===== src/rtl/tlb_inv_seq_pkg.sv =====
// Shared types for the INVTLB sequencer: walker states, op encodings and
// the per-entry compare item read from the TLB array.
package tlb_inv_seq_pkg;

  typedef enum logic [1:0] {
    INV_IDLE = 2'd0,
    INV_SCAN = 2'd1,
    INV_DONE = 2'd2
  } tlb_inv_state_e;

  localparam logic [4:0] CLEAR_ALL               = 5'd0;
  localparam logic [4:0] CLEAR_ALL_ALT           = 5'd1;
  localparam logic [4:0] CLEAR_GLOBAL            = 5'd2;
  localparam logic [4:0] CLEAR_NONGLOBAL         = 5'd3;
  localparam logic [4:0] CLEAR_NONGLOBAL_ASID    = 5'd4;
  localparam logic [4:0] CLEAR_NONGLOBAL_ASID_VA = 5'd5;
  localparam logic [4:0] CLEAR_GASID_VA          = 5'd6;
  localparam logic [4:0] INV_OP_MAX              = CLEAR_GASID_VA;

  localparam logic [5:0] PS_HUGE = 6'd21;

  // 37 bits, E in the MSB: {E, ASID, G, PS, VPPN}
  typedef struct packed {
    logic        e;
    logic [9:0]  asid;
    logic        g;
    logic [5:0]  ps;
    logic [18:0] vppn;
  } compare_item_t;

endpackage


===== src/rtl/tlb_inv_match.sv =====
// Combinational INVTLB op predicate for one TLB entry; the vamatch term is
// shared with the TLBSRCH/lookup path.
module tlb_inv_match
  import tlb_inv_seq_pkg::*;
(
  input  logic [4:0]    op,
  input  logic [9:0]    asid,
  input  logic [18:0]   vppn,
  input  compare_item_t ci,
  output logic          hit
);

  logic vamatch;
  logic asid_eq;

  // Huge pages only carry the upper 10 VPPN bits.
  assign vamatch = (ci.ps == PS_HUGE) ? (ci.vppn[18:9] == vppn[18:9])
                                      : (ci.vppn == vppn);
  assign asid_eq = (ci.asid == asid);

  always_comb begin
    hit = 1'b0;
    case (op)
      CLEAR_ALL, CLEAR_ALL_ALT: hit = 1'b1;
      CLEAR_GLOBAL:             hit = ci.g;
      CLEAR_NONGLOBAL:          hit = !ci.g;
      CLEAR_NONGLOBAL_ASID:     hit = !ci.g && asid_eq;
      CLEAR_NONGLOBAL_ASID_VA:  hit = !ci.g && asid_eq && vamatch;
      CLEAR_GASID_VA:           hit = (ci.g || asid_eq) && vamatch;
      default:                  hit = 1'b0;
    endcase
  end

endmodule


===== src/rtl/tlb_inv_seq.sv =====
// INVTLB sequencer: walks every TLB index once and issues a clear-E write for
// each valid entry matching the latched op, sharing the write port via grant.
module tlb_inv_seq
  import tlb_inv_seq_pkg::*;
#(
  parameter int TLBNUM     = 16,
  parameter int TLBNUMSIZE = $clog2(TLBNUM)
) (
  input  logic                  aclk,
  input  logic                  reset,
  input  logic                  req_valid,
  output logic                  req_ready,
  input  logic [4:0]            req_op,
  input  logic [9:0]            req_asid,
  input  logic [31:0]           req_va,
  output logic [TLBNUMSIZE-1:0] tlb_idx,
  input  compare_item_t         tlb_ci,
  output logic                  inv_we,
  output logic [TLBNUMSIZE-1:0] inv_idx,
  input  logic                  inv_gnt,
  output logic                  busy,
  output logic                  done,
  output logic                  ill_op,
  output tlb_inv_state_e        dbg_state
);

  // Handshake: a request transfers on a cycle with req_valid && req_ready;
  // req_valid seen while not ready is dropped and the requester must hold it.

  localparam logic [TLBNUMSIZE-1:0] LAST_IDX = TLBNUMSIZE'(TLBNUM - 1);

  tlb_inv_state_e        state;
  logic [TLBNUMSIZE-1:0] cnt;
  logic [4:0]            op_q;
  logic [9:0]            asid_q;
  logic [18:0]           vppn_q;
  logic                  ill_q;
  logic                  hit;
  logic                  advance;
  logic                  unused_va;

  assign unused_va = ^req_va[12:0];

  tlb_inv_match u_match (
    .op   (op_q),
    .asid (asid_q),
    .vppn (vppn_q),
    .ci   (tlb_ci),
    .hit  (hit)
  );

  assign tlb_idx   = cnt;
  assign inv_idx   = cnt;
  assign inv_we    = (state == INV_SCAN) && hit && tlb_ci.e;
  // A pending clear holds the index until the write port is granted.
  assign advance   = !inv_we || inv_gnt;
  assign req_ready = (state == INV_IDLE);
  assign busy      = (state != INV_IDLE);
  assign done      = (state == INV_DONE);
  assign ill_op    = (state == INV_DONE) && ill_q;
  assign dbg_state = state;

  always_ff @(posedge aclk) begin
    if (reset) begin
      state  <= INV_IDLE;
      cnt    <= '0;
      op_q   <= '0;
      asid_q <= '0;
      vppn_q <= '0;
      ill_q  <= 1'b0;
    end else begin
      case (state)
        INV_IDLE: begin
          if (req_valid) begin
            op_q   <= req_op;
            asid_q <= req_asid;
            vppn_q <= req_va[31:13];
            cnt    <= '0;
            if (req_op > INV_OP_MAX) begin
              ill_q <= 1'b1;
              state <= INV_DONE;
            end else begin
              state <= INV_SCAN;
            end
          end
        end
        INV_SCAN: begin
          if (advance) begin
            cnt <= cnt + 1'b1;
            if (cnt == LAST_IDX) state <= INV_DONE;
          end
        end
        INV_DONE: begin
          ill_q <= 1'b0;
          state <= INV_IDLE;
        end
        default: state <= INV_IDLE;
      endcase
    end
  end

endmodule


===== config.mk =====
export PLATFORM = sky130hd
export DESIGN_NAME = tlb_inv_seq
export DESIGN_NICKNAME = d
export VERILOG_FILES = /design/src/rtl/tlb_inv_seq_pkg.sv /design/src/rtl/tlb_inv_match.sv /design/src/rtl/tlb_inv_seq.sv
export SDC_FILE = /design/constraint.sdc
export NUM_CORES = 1
export LEC_CHECK = 0
export ABC_AREA = 0
export CAP_MARGIN = 5
export CORE_UTILIZATION = 43
export CTS_CLUSTER_SIZE = 25
export DETAILED_ROUTE_END_ITERATION = 6
export PLACE_DENSITY = 0.82
export SLEW_MARGIN = 10
export SYNTH_ARGS = -nofsm -noshare
export SYNTH_HDL_FRONTEND = slang
export SYNTH_SLANG_ARGS = --single-unit
export TNS_END_PERCENT = 5

===== constraint.sdc =====
create_clock -name aclk -period 3.5 [get_ports aclk]
set_input_delay 0.7 -clock aclk [delete_from_list [all_inputs] [get_ports aclk]]
set_output_delay 0.7 -clock aclk [all_outputs]
set_load 0.005 [all_outputs]

# Word level (Yosys, flattened, before mapping)
# Index checks and enable logic that the tools add are counted.
[word_totals]
ff_bits = 41
word_cells = 58
[op_classes]
n_addsub = 1
order_cmp = 1
n_reduce_logical = 20
mux = 13
eq_ne = 17
[ops]
columns = ["cell", "n"]
rows = [
  ["10-bit == test", 2],
  ["19-bit == test", 1],
  ["5-bit by 3-bit == test with 1-bit output, second input constant", 3],
  ["5-bit by 2-bit == test with 1-bit output, second input constant", 2],
  ["3-bit AND reduction", 3],
  ["2-bit two-way mux", 4],
  ["4-bit two-way mux", 2],
  ["4-bit case mux with 2 select lines", 1],
  ["6-bit by 5-bit == test with 1-bit output, second input constant", 1],
  ["1-bit logical AND", 6],
  ["1-bit case mux with 6 select lines", 1],
  ["2-bit nonzero test", 3],
  ["5-bit by 1-bit == test with 1-bit output, second input constant", 1],
  ["5-bit by 3-bit > comparator with 1-bit output, second input constant", 1],
  ["5-bit logical NOT", 1],
  ["4-bit by 1-bit adder with 4-bit output, second input constant", 1],
  ["4-bit == test, second input constant", 1],
  ["2-bit by 1-bit inequality test with 1-bit output, second input constant", 2],
  ["2-bit inequality test, second input constant", 2],
  ["2-bit case mux with 2 select lines", 1],
  ["1-bit two-way mux", 3],
  ["2-bit by 1-bit == test with 1-bit output, second input constant", 1],
  ["2-bit == test, second input constant", 1],
  ["1-bit logical NOT", 2],
  ["other kinds (5)", 6],
]

# Depth between registers and ports, before layout
[logic_depth]
depth_word = 10
ltp_mapped = 7
mapped_depth_nobuf = 6

# By module
# A second synthesis with hierarchy kept.
[hier_totals]
hier_cells = 254
area_unflattened_um2 = 2028.2
[modules_own_cells]
columns = ["mod", "seq_area_each_um2", "n_inst", "cells_per_inst", "area_per_inst_um2"]
rows = [
  ["tlb_inv_seq", 820.8, 1, 202, 1619.1],
  ["tlb_inv_match", 0.0, 1, 52, 409.1],
]

# Worst setup path after synthesis
# No wires, ideal clock.
[synth_timing]
path_kind = "input-to-output"
startpoint = "in tlb_ci[13] in the netlist's numbering"
endpoint = "out inv_we"
arrival_ns = 1.864
setup_slack_ns = 0.936
path_stages = 6
path_cell_list = "xnor2_1 nand4_1 or4_1 o21ai_0 nand2_1 a21oi_1"
[synth_via]
elab_chain_len = 6
elab_cells_between_ends = 8
cone_classes = "2 x eq/ne; 2 x mux; 4 x reduce/logical"
[synth_rtl]
columns = ["element", "line", "source"]
rows = [
  ["from (decl)", "tlb_inv_seq.sv:17", "input compare_item_t tlb_ci,"],
  ["19-bit == test / 10-bit == test (equally long branches)", "tlb_inv_match.sv:18, tlb_inv_match.sv:17", ""],
  ["1-bit two-way mux (*)", "tlb_inv_match.sv:17", "assign vamatch = (ci.ps == PS_HUGE) ? (ci.vppn[18:9] == vppn[18:9])"],
  ["1-bit logical AND (on tied branches)", "tlb_inv_match.sv:29, tlb_inv_match.sv:28", ""],
  ["1-bit case mux with 6 select lines (*)", "tlb_inv_match.sv:23", "case (op)"],
  ["1-bit logical AND (*) (2 in series)", "tlb_inv_seq.sv:54", "assign inv_we = (state == INV_SCAN) && hit && tlb_ci.e;"],
  ["to (decl)", "tlb_inv_seq.sv:18", "output logic inv_we,"],
]
# Mark *: on every way between the ends. The rest lies on a longest branch, timed or not.

# Worst setup path in the final report
[layout_timing]
startpoint = "in tlb_ci[12] in the netlist's numbering"
endpoint = "out inv_we"
# Same word-level chain as after synthesis.

==> results.toml <==
[outcome]
outcome = "finished, final reports clean"

[timing]
max_slew_margin = 0.258
fin_skew_ns = 0.00856
fmax_mhz = 302
finalSetupTns_ns = 0
rsz0062_at_grt = "false"
final_max_slew_viol_count = 0
period_share = 0.945
tightest_slew_ns = 1.11
finalSetupViolations = 0
period_minus_slack_ns = 3.31
finalHoldViolCount = 0
fin_ws_ns = 0.192

[detailed_routing]
drt_iter0_markers = 68
dr.pass1.iters = 4
final_antenna_net_count = 0
totalWireLength_um = 5050
drc = 0
wire_per_inst_um = 12.5
viasPerCell = 5.08
vias = 2059

[floorplanning]
die_area_mm2 = 0.00515
core_area_mm2 = 0.00469
dieWidth_um = 71.7
rows = 25
start_util = 0.446
io_pins = 103
fp.dieH_um = 71.7

[cells_and_area]
drive_above_1_share = 0.0570
fillers = 430
syn_to_final_growth_pct = 48.5
stdcell_count = 405
layout.nets = 439
final_core_utilization = 0.662
antenna_cells = 0

[clock_tree]
post_cts_buffers = 0
clkTransAtPathRegs_ns = 0.07
tritoncts = "yes"
numCtsBuffers = 5
clk_latency_ns = 0.30
clkSinkCount = 41
cts_htree_levels = 2
cts-root-buf = "clkbuf_8"
clock_path_buffers = 2

[setup_path]
cp.arrival_ns = 2.61
end_kind = "primary output"
required_ns = 2.80
ff2ff_path_depth = 7
cp-start-kind = "input pin"
crit_fanout = 2
criticalPathCategory = "input pin to primary output"
reg2reg_setup_slack_ns = 1.21

[global_routing]
grt_antenna_before_repair = 0
grt_usage = 0.207
grt_max_degree = 35
grt_pass1_vias = 1949
overflow = 0
grt_pass1_wl_um = 8340

[place]
numPortBuffers = 89
globalplace.congestion = 0.794
place_ws_ns = -0.155
dp_hpwl_um = 3700
place_inst = 397

[power_and_ir_drop]
vdd_ir_drop_max_mv = 0.253
p_leak_nw = 1.18
power_mw = 1.30
cellPowerDensity_mw_per_mm2 = 420

[synth]
ys_seq_elements = 41
synth_seq_area_share = 0.393
ys_types = 38
async_flop_share = 0
synth.net_count = 355
synthesis.area_mm2 = 0.00209
synth_ff_type = "dfxtp_1"
ys_warn_count = 0
syn_inst = 266
synth_edf_count = 0
synth.avg_cell_area_um2 = 7.86

[hold_path]
hold_depth = 2
min_path_type = "register to register"

[run]
cap_viol_max_count = 0
==> cell type report <==
class	instances	area (um2)	area share
clock buffers	7	96.3	0.0310
clock inverters	1	5.00	0.00161
inverters	4	15.0	0.00484
multi-input cells	204	1170	0.378
flip-flops and latches	41	821	0.264
well taps	54	67.6	0.0218
repair buffers	94	927	0.299
==> cells in the mapped netlist, types with 2 or more instances <==
cell type / n / area (um2)
buf_4: 4 / 30.0
dfxtp_1: 41 / 821
a21oi_1: 38 / 190
and2_1: 3 / 18.8
o31ai_1: 2 / 15.0
nor3_1: 4 / 20.0
nand3_1: 7 / 35.0
inv_1: 4 / 15.0
xor2_1: 20 / 175
clkbuf_1: 12 / 45.0
nand2_1: 76 / 285
a2111o_1: 2 / 22.5
nor2_1: 7 / 26.3
xnor2_1: 11 / 96.3
nand4_1: 5 / 31.3
or4_1: 3 / 22.5
nor2b_1: 2 / 12.5
a31oi_1: 2 / 12.5
nor4_1: 4 / 25.0
==> layer usage <==
layer,vias to the layer above,wire (um),global-route usage,share of wire
met4,0,71,0.0697,0.014
met5,-,0,0,0
li1,1063,-,-,-
met2,54,2630,0.376,0.52
met3,8,215,0.0478,0.043
met1,934,2130,0.237,0.42
==> worst max-delay path, cell delays in order <==
cell             delay, ns
clkdlybuf4s50_1       0.48
xnor2_1               0.13
nand4_1               0.11
or4_4                 0.56
o21ai_1               0.15
nand2_1               0.07
a21oi_1               0.16
dlygate4sd2_1         0.25
==> per-stage QoR <==
| step | area [um2] | hold WS, ns |
|---|---|---|
| after floorplan | 2090 | 0.448 |
| after global routing | 3100 | 0.486 |
| after detailed placement | 3000 | 0.459 |
| final | 3100 | 0.468 |
| after CTS | 3100 | 0.469 |
| after global placement | 3000 | 0.454 |
==> report_power, final <==
group / internal (mW) / total (mW) / switching [mW]
Clock: 0.178 / 0.340 / 0.161
Combinational: 0.210 / 0.391 / 0.181
Sequential: 0.521 / 0.572 / 0.0504
Total: 0.910 / 1.30 / 0.393
==> layout by cell type, fill, tap and decap left out, types with 3 or more instances in the layout <==
cell type        synthesis  final
xor2_1                  20     20
a21oi_1                 38     38
dfxtp_1                 41     41
clkbuf_8                 0      7
xnor2_1                 11     11
inv_1                    4      4
nor3_1                   4      4
nand4_1                  5      5
and2_1                   3      3
nor2_1                   7      7
nand2_1                 76     76
nor4_1                   4      4
clkdlybuf4s50_1          0     88
nand3_1                  7      7
buf_4                    4      5
==> worst paths after layout <==
kind / end / from
worst max-delay path: inv_we / tlb_ci[12]
worst min-delay path: vppn_q[10] / vppn_q[10]
worst max register to register: inv_idx[3] / vppn_q[12]
worst min register to register: vppn_q[10] / vppn_q[10]
==> sequential cells by signal, summed over array words and instances (netlist names) <==
name,flops
vppn_q,19
inv_idx,4
dbg_state,2
asid_q,10
op_q,5
ill_q,1
==> timing repair <==
action | CTS | global route
hold buffers | 0 | 0
gates resized for setup | 3 | 0
setup endpoints to repair | 1 | 0
==> cell families after synthesis <==
kind of cell / Yosys count / synth area share
flip-flops: 41 / 0.393
buffers and inverters: 21 / 0.0485
adder cells (fa/ha/maj): 1 / 0.00598
AO/OA/AOI/OAI: 51 / 0.153
XOR/XNOR: 31 / 0.130
AND/OR/NAND/NOR: 121 / 0.270
Note: power is estimated with default switching activity, not from simulation.
